### src/rtl/pixel_position_tracker.sv
// Pixel-domain position tracker: follows X/Y of active pixels, measures frame geometry,
// locks once it is stable and captures one tagged pixel per frame at a target coordinate.
module pixel_position_tracker #(
    parameter int CW = 12,
    parameter int PW = 24
) (
    input  logic          i_clk,
    input  logic          i_reset,
    input  logic          i_pix_valid,
    input  logic          i_hsync,
    input  logic          i_vsync,
    input  logic [PW-1:0] i_pixel,
    input  logic [CW-1:0] i_target_x,
    input  logic [CW-1:0] i_target_y,
    output logic [31:0]   o_data,
    output logic          o_stb,
    output logic [CW-1:0] o_xpos,
    output logic [CW-1:0] o_ypos,
    output logic [CW-1:0] o_line_len,
    output logic [CW-1:0] o_frame_lines,
    output logic          o_locked
);

    typedef enum logic [1:0] {
        S_IDLE    = 2'd0,
        S_MEASURE = 2'd1,
        S_VERIFY  = 2'd2,
        S_LOCKED  = 2'd3
    } state_t;

    localparam logic [CW-1:0] CNT_MAX = '1;

    state_t        state_q;
    logic          hsync_q, vsync_q;
    logic [CW-1:0] x_q, x_d;
    logic [CW-1:0] y_q, y_d;
    logic          ovf_q, ovf_d;
    logic          ref_valid_q, ref_valid_d;
    logic [CW-1:0] ref_len_q, ref_len_d;
    logic          bad_q, bad_d;
    logic [CW-1:0] meas_len_q, meas_lines_q;
    logic [CW-1:0] line_len_q, frame_lines_q;
    logic [6:0]    frame_count_q, frame_count_d;
    logic          captured_q, captured_d;
    logic [31:0]   data_q;
    logic          stb_q;
    logic          locked_q;

    logic          hs_edge, vs_edge, line_edge, line_active;
    logic [CW-1:0] pix_x, pix_y;
    logic          ovf_now, line_bad;
    logic [CW-1:0] frame_lines, frame_len;
    logic          frame_ok, frame_match, lock_drop, cap_hit;

    always_comb begin
        hs_edge     = i_hsync & ~hsync_q;
        vs_edge     = i_vsync & ~vsync_q;
        line_edge   = hs_edge | vs_edge;
        line_active = line_edge && (x_q != '0);

        // Position of the pixel presented this cycle (an edge cycle pixel is x=0 of the new line)
        pix_x = line_edge ? '0 : x_q;
        if (vs_edge)
            pix_y = '0;
        else if (line_active && (y_q != CNT_MAX))
            pix_y = y_q + 1'b1;
        else
            pix_y = y_q;

        ovf_now = (i_pix_valid && !line_edge && (x_q == CNT_MAX)) ||
                  (line_active && !vs_edge && (y_q == CNT_MAX));

        if (line_edge)
            x_d = {{(CW-1){1'b0}}, i_pix_valid};
        else if (i_pix_valid && (x_q != CNT_MAX))
            x_d = x_q + 1'b1;
        else
            x_d = x_q;
        y_d = pix_y;

        line_bad = line_active &&
                   ((ref_valid_q && (x_q != ref_len_q)) ||
                    ((state_q == S_LOCKED) && (x_q != line_len_q)));

        // Summary of the frame that a vsync edge closes, including a line it finishes
        frame_lines = y_q + {{(CW-1){1'b0}}, line_active};
        if (ref_valid_q)
            frame_len = ref_len_q;
        else if (line_active)
            frame_len = x_q;
        else
            frame_len = '0;
        frame_ok    = !bad_q && !line_bad && !ovf_q && !ovf_now && (frame_lines != '0);
        frame_match = frame_ok && (frame_len == meas_len_q) && (frame_lines == meas_lines_q);

        ref_valid_d = ref_valid_q;
        ref_len_d   = ref_len_q;
        if (vs_edge) begin
            ref_valid_d = 1'b0;
            ref_len_d   = '0;
        end else if (line_active && !ref_valid_q) begin
            ref_valid_d = 1'b1;
            ref_len_d   = x_q;
        end
        bad_d = vs_edge ? 1'b0 : (bad_q | line_bad);
        ovf_d = vs_edge ? 1'b0 : (ovf_q | ovf_now);

        frame_count_d = vs_edge ? frame_count_q + 7'd1 : frame_count_q;

        lock_drop = line_bad || ovf_now ||
                    (vs_edge && (!frame_ok || (frame_lines != frame_lines_q)));

        cap_hit = (state_q == S_LOCKED) && !lock_drop && i_pix_valid &&
                  (vs_edge || !captured_q) &&
                  (pix_x == i_target_x) && (pix_y == i_target_y) &&
                  (i_target_x < line_len_q) && (i_target_y < frame_lines_q);

        captured_d = cap_hit || (captured_q && !vs_edge);
    end

    always_ff @(posedge i_clk) begin
        if (i_reset) begin
            state_q       <= S_IDLE;
            hsync_q       <= 1'b0;
            vsync_q       <= 1'b0;
            x_q           <= '0;
            y_q           <= '0;
            ovf_q         <= 1'b0;
            ref_valid_q   <= 1'b0;
            ref_len_q     <= '0;
            bad_q         <= 1'b0;
            meas_len_q    <= '0;
            meas_lines_q  <= '0;
            line_len_q    <= '0;
            frame_lines_q <= '0;
            frame_count_q <= '0;
            captured_q    <= 1'b0;
            data_q        <= '0;
            stb_q         <= 1'b0;
            locked_q      <= 1'b0;
        end else begin
            hsync_q       <= i_hsync;
            vsync_q       <= i_vsync;
            x_q           <= x_d;
            y_q           <= y_d;
            ovf_q         <= ovf_d;
            ref_valid_q   <= ref_valid_d;
            ref_len_q     <= ref_len_d;
            bad_q         <= bad_d;
            frame_count_q <= frame_count_d;
            captured_q    <= captured_d;
            stb_q         <= cap_hit;
            if (cap_hit)
                data_q <= {1'b1, frame_count_d, i_pixel};

            case (state_q)
                S_IDLE: begin
                    if (vs_edge)
                        state_q <= S_MEASURE;
                end
                S_MEASURE: begin
                    if (vs_edge && frame_ok) begin
                        state_q      <= S_VERIFY;
                        meas_len_q   <= frame_len;
                        meas_lines_q <= frame_lines;
                    end
                end
                S_VERIFY: begin
                    if (vs_edge) begin
                        if (frame_match) begin
                            state_q       <= S_LOCKED;
                            locked_q      <= 1'b1;
                            line_len_q    <= frame_len;
                            frame_lines_q <= frame_lines;
                        end else begin
                            state_q <= S_MEASURE;
                        end
                    end
                end
                S_LOCKED: begin
                    // A bad line drops lock immediately, not at the end of the frame
                    if (lock_drop) begin
                        state_q  <= S_MEASURE;
                        locked_q <= 1'b0;
                    end
                end
                default: begin
                    state_q  <= S_IDLE;
                    locked_q <= 1'b0;
                end
            endcase
        end
    end

    assign o_data        = data_q;
    assign o_stb         = stb_q;
    assign o_xpos        = x_q;
    assign o_ypos        = y_q;
    assign o_line_len    = line_len_q;
    assign o_frame_lines = frame_lines_q;
    assign o_locked      = locked_q;

endmodule

### config.mk
export PLATFORM = sky130hd
export DESIGN_NAME = pixel_position_tracker
export DESIGN_NICKNAME = d
export VERILOG_FILES = /design/src/rtl/pixel_position_tracker.sv
export SDC_FILE = /design/constraint.sdc
export NUM_CORES = 1
export LEC_CHECK = 0
export ABC_AREA = 0
export CAP_MARGIN = 0
export CORE_MARGIN = 4
export CORE_UTILIZATION = 58
export DETAILED_ROUTE_END_ITERATION = 10
export PLACE_DENSITY = 0.95
export SLEW_MARGIN = 25
export SYNTH_ARGS = -nofsm -noshare
export SYNTH_HDL_FRONTEND = slang
export SYNTH_SLANG_ARGS = --single-unit
### constraint.sdc
create_clock -name i_clk -period 9.4 [get_ports i_clk]
set_clock_uncertainty 0.15 [all_clocks]
set_input_delay 2.82 -clock i_clk [delete_from_list [all_inputs] [get_ports i_clk]]
set_output_delay 2.82 -clock i_clk [all_outputs]
set_load 0.01 [all_outputs]
==> flow_summary.json <==
{
  "gr-total-overflow": 0,
  "clock_sinks": 133,
  "hp-class": "reg2reg",
  "hold_buffers": 0,
  "die_area_mm2": 0.0157,
  "grt_max_degree": 97,
  "fin_nets": 1151,
  "n_antenna_cell": 0,
  "ys.flop_type": "dfxtp_1",
  "worstSetupEndpointType": "register",
  "pre_cts_ws_ns": 1.62,
  "ctsResizeCount": 0,
  "start_util_pct": 59.9,
  "synth_edf_count": 0,
  "synth_cell_types": 69,
  "fin_tns_setup_ns": 0,
  "yosys_register_bits": 133,
  "clockRootBuffer": "clkbuf_16",
  "async_flop_share_pct": 0,
  "synth.cell_area_mm2": 0.00799,
  "finalHoldWorstSlack_ns": 0.299,
  "slew_headroom_pct": 25.1,
  "multiInputGateArea_mm2": 0.00482,
  "hpwl_um": 18000,
  "io-pin-count": 135,
  "wl_per_cell_um": 21.0,
  "clock_latency_ns": 0.43,
  "rr_startpoint": "o_xpos[1]",
  "p_leak_nw": 3.66,
  "drt_pass1_iterations": 6,
  "htree_num_levels": 4,
  "synth_fp_nets": 1059,
  "power_density_mw_per_mm2": 148,
  "cp.required_ns": 9.60,
  "ant_nets": 0,
  "gp_congestion": 0.942,
  "regArea_mm2": 0.00266,
  "num_rows": 42,
  "cts_tree": "done",
  "ir_worst_vdd_uv": 121,
  "groute.usage.overall_pct": 32.2,
  "min_from": "o_data[31]",
  "fill_cells": 950,
  "numCtsBuffers": 17,
  "outcome": "completed",
  "antenna_found_initial": 0,
  "clockBufferDepth": 2,
  "setup_viol": 0,
  "post-route-min-period_ns": 7.54,
  "final-hold-violation-count": 0,
  "worstPathMaxFanout": 25,
  "worstHoldEndpoint": "o_data[31]",
  "dieWidth_um": 125,
  "cts_setup_buffers": 0,
  "critPathKind": "in2reg",
  "port_buffers": 134,
  "period_share_pct": 80.3,
  "syn_inst": 972,
  "via_count": 8332,
  "routed_wirelength_um": 26200,
  "ys_seq_area_share_pct": 33.3,
  "worstMarginPinSlew_ns": 1.12,
  "core-area_mm2": 0.0133,
  "drt_iter0_drc": 1304,
  "yosys_warnings": 0,
  "startpoint_type": "input pin",
  "fin_util_pct": 74.8,
  "setup_ws_ns": 1.86,
  "worstRegToRegCells": 16,
  "clk_pin_slew_worst_paths_ns": 0.06,
  "grt_pass1_vias": 7795,
  "drive_above_1_share_pct": 5.76,
  "drv_slew": 0,
  "area_growth_pct": 24.9,
  "cp_data_arrival_time_ns": 7.74,
  "rsz0062_at_grt": "false",
  "drc": 0,
  "syn_avg_cell_area_um2": 8.22,
  "die-height_um": 125,
  "timing.fmax_ghz": 0.133,
  "vias_per_cell": 6.65,
  "grt_pass1_wl_um": 41100,
  "r2r_end": "o_data[18]",
  "r2r_slack_ns": 3.56,
  "whs_path_depth": 2,
  "drv_cap": 0
}
## sequential cells by signal, indices dropped and copies added (netlist names), 2 cells and up
name           count
o_data            32
o_frame_lines     12
ref_len_q         12
frame_count_q      7
state_q            2
o_ypos            12
o_xpos            12
meas_len_q        12
o_line_len        12
meas_lines_q      12
## cells in the mapped netlist, types with 3 or more instances
cell	number	area share [%]
a22o_1	5	0.55
mux2_4	7	1.3
buf_2	24	1.5
o211ai_1	12	1.1
dfxtp_1	133	33
o21ai_0	22	1.4
o31ai_1	28	2.6
a21oi_1	88	5.5
nand2b_1	10	0.78
and2_1	6	0.47
nand3_1	28	1.8
ha_1	34	5.3
a311oi_1	10	1.1
nand4_1	46	3.6
nor2_1	110	5.2
and3_1	10	0.78
nor2b_1	16	1.3
or3_1	14	1.1
buf_4	5	0.47
o32ai_1	5	0.55
or4_1	5	0.47
inv_1	46	2.2
a22oi_1	9	0.85
clkbuf_1	39	1.8
nor4_1	11	0.86
and4_1	6	0.66
xnor2_1	38	4.2
a21o_1	4	0.38
buf_6	3	0.42
a211o_1	3	0.33
a31oi_1	6	0.47
mux2i_1	17	2.1
o2111a_1	3	0.42
nand2_1	46	2.2
a211oi_1	14	1.3
xor2_1	44	4.8
nor4bb_1	4	0.50
o22ai_1	3	0.23
nor3_1	17	1.1
## worst max path at each step
| stage | endpoint | slack, ns | startpoint |
|---|---|---|---|
| after floorplan | o_data[24] | 2.72 | i_vsync |
| after global placement | o_data[23] | 1.72 | i_hsync |
| after detailed placement | o_data[15] | 1.62 | i_hsync |
| after CTS | o_data[0] | 1.94 | i_hsync |
| after global routing | o_data[18] | 1.61 | i_hsync |
| final | o_data[18] | 1.86 | i_hsync |
## cell type report
type,instances,share of cell area [%]
sequential,133,26.7
multi-input combinational,720,48.2
clock inverter,11,2.22
inverter,46,1.73
timing repair buffer,146,14.4
tap,176,2.21
clock buffer,20,4.57
## cell usage in the layout (no fill, tap or decap), types with 7 or more instances in the layout
cell type        count
nor2_1             109
o211ai_1            12
dfxtp_1            133
ha_1                34
inv_1               46
o31ai_1             28
or3_1               14
mux2i_1             17
nand2_1             46
a211oi_1            14
buf_4               10
xor2_1              44
nand3_1             28
nand4_1             46
nor2b_1             15
nand2b_1            10
a21oi_1             88
a22oi_1              9
and3_1              10
clkdlybuf4s50_1    133
nor4_1              11
o21ai_0             22
a311oi_1            10
nor3_1              17
clkbuf_16           17
xnor2_1             38
mux2_4               7
## stage by stage
| step | instances | instance area (µm²) | power (mW) |
|---|---|---|---|
| 6_report | 1252 | 9980 | 1.47 |
| 5_1_grt | 1252 | 9980 | 1.51 |
| 4_1_cts | 1250 | 9960 | 1.47 |
| 3_5_place_dp | 1219 | 9280 | 0.711 |
| 3_3_place_gp | 1219 | 9280 | 0.707 |
| 2_1_floorplan | 972 | 7990 | 0.658 |
## worst max-delay path: stages
cell and delay [ns]:
clkdlybuf4s50_1 0.50, nor2b_1 0.14, buf_4 0.19, nor2_1 0.07, nor2_1 0.33, ha_1 0.30, ha_1 0.21, xor2_1 0.17
or3_1 0.37, or3_1 0.36, or4_1 0.59, o211ai_2 0.33, o31a_1 0.24, or2_1 0.73, o31ai_1 0.21, a21oi_1 0.17
## per-layer routing
layer	track usage, %	vias to the layer above	wire (µm)	share of wire, %
met5	0	-	0	0
met4	14.3	0	1210	4.6
met3	9.51	127	3110	12
met2	48.8	620	11700	44
met1	42.7	3871	10300	39
li1	-	3714	-	-
## power breakdown
group	switching (mW)	internal (mW)
clock	0.255	0.512
combinational	0.0781	0.0530
sequential	0.00740	0.569
total	0.341	1.13
## kinds of logic (layout without fill, tap and decap cells)
kind of cell             after synthesis  in the layout  synth area share, %
AO/OA/AOI/OAI                        234            234                 19.4
XOR/XNOR                              83             83                 9.27
adder cells (fa/ha/maj)               34             34                 5.32
buffers and inverters                119            223                 6.48
flip-flops                           133            133                 33.3
multiplexers                          24             24                 3.44
AND/OR/NAND/NOR                      345            345                 22.8
No activity file was read; power rests on OpenSTA's default activity.
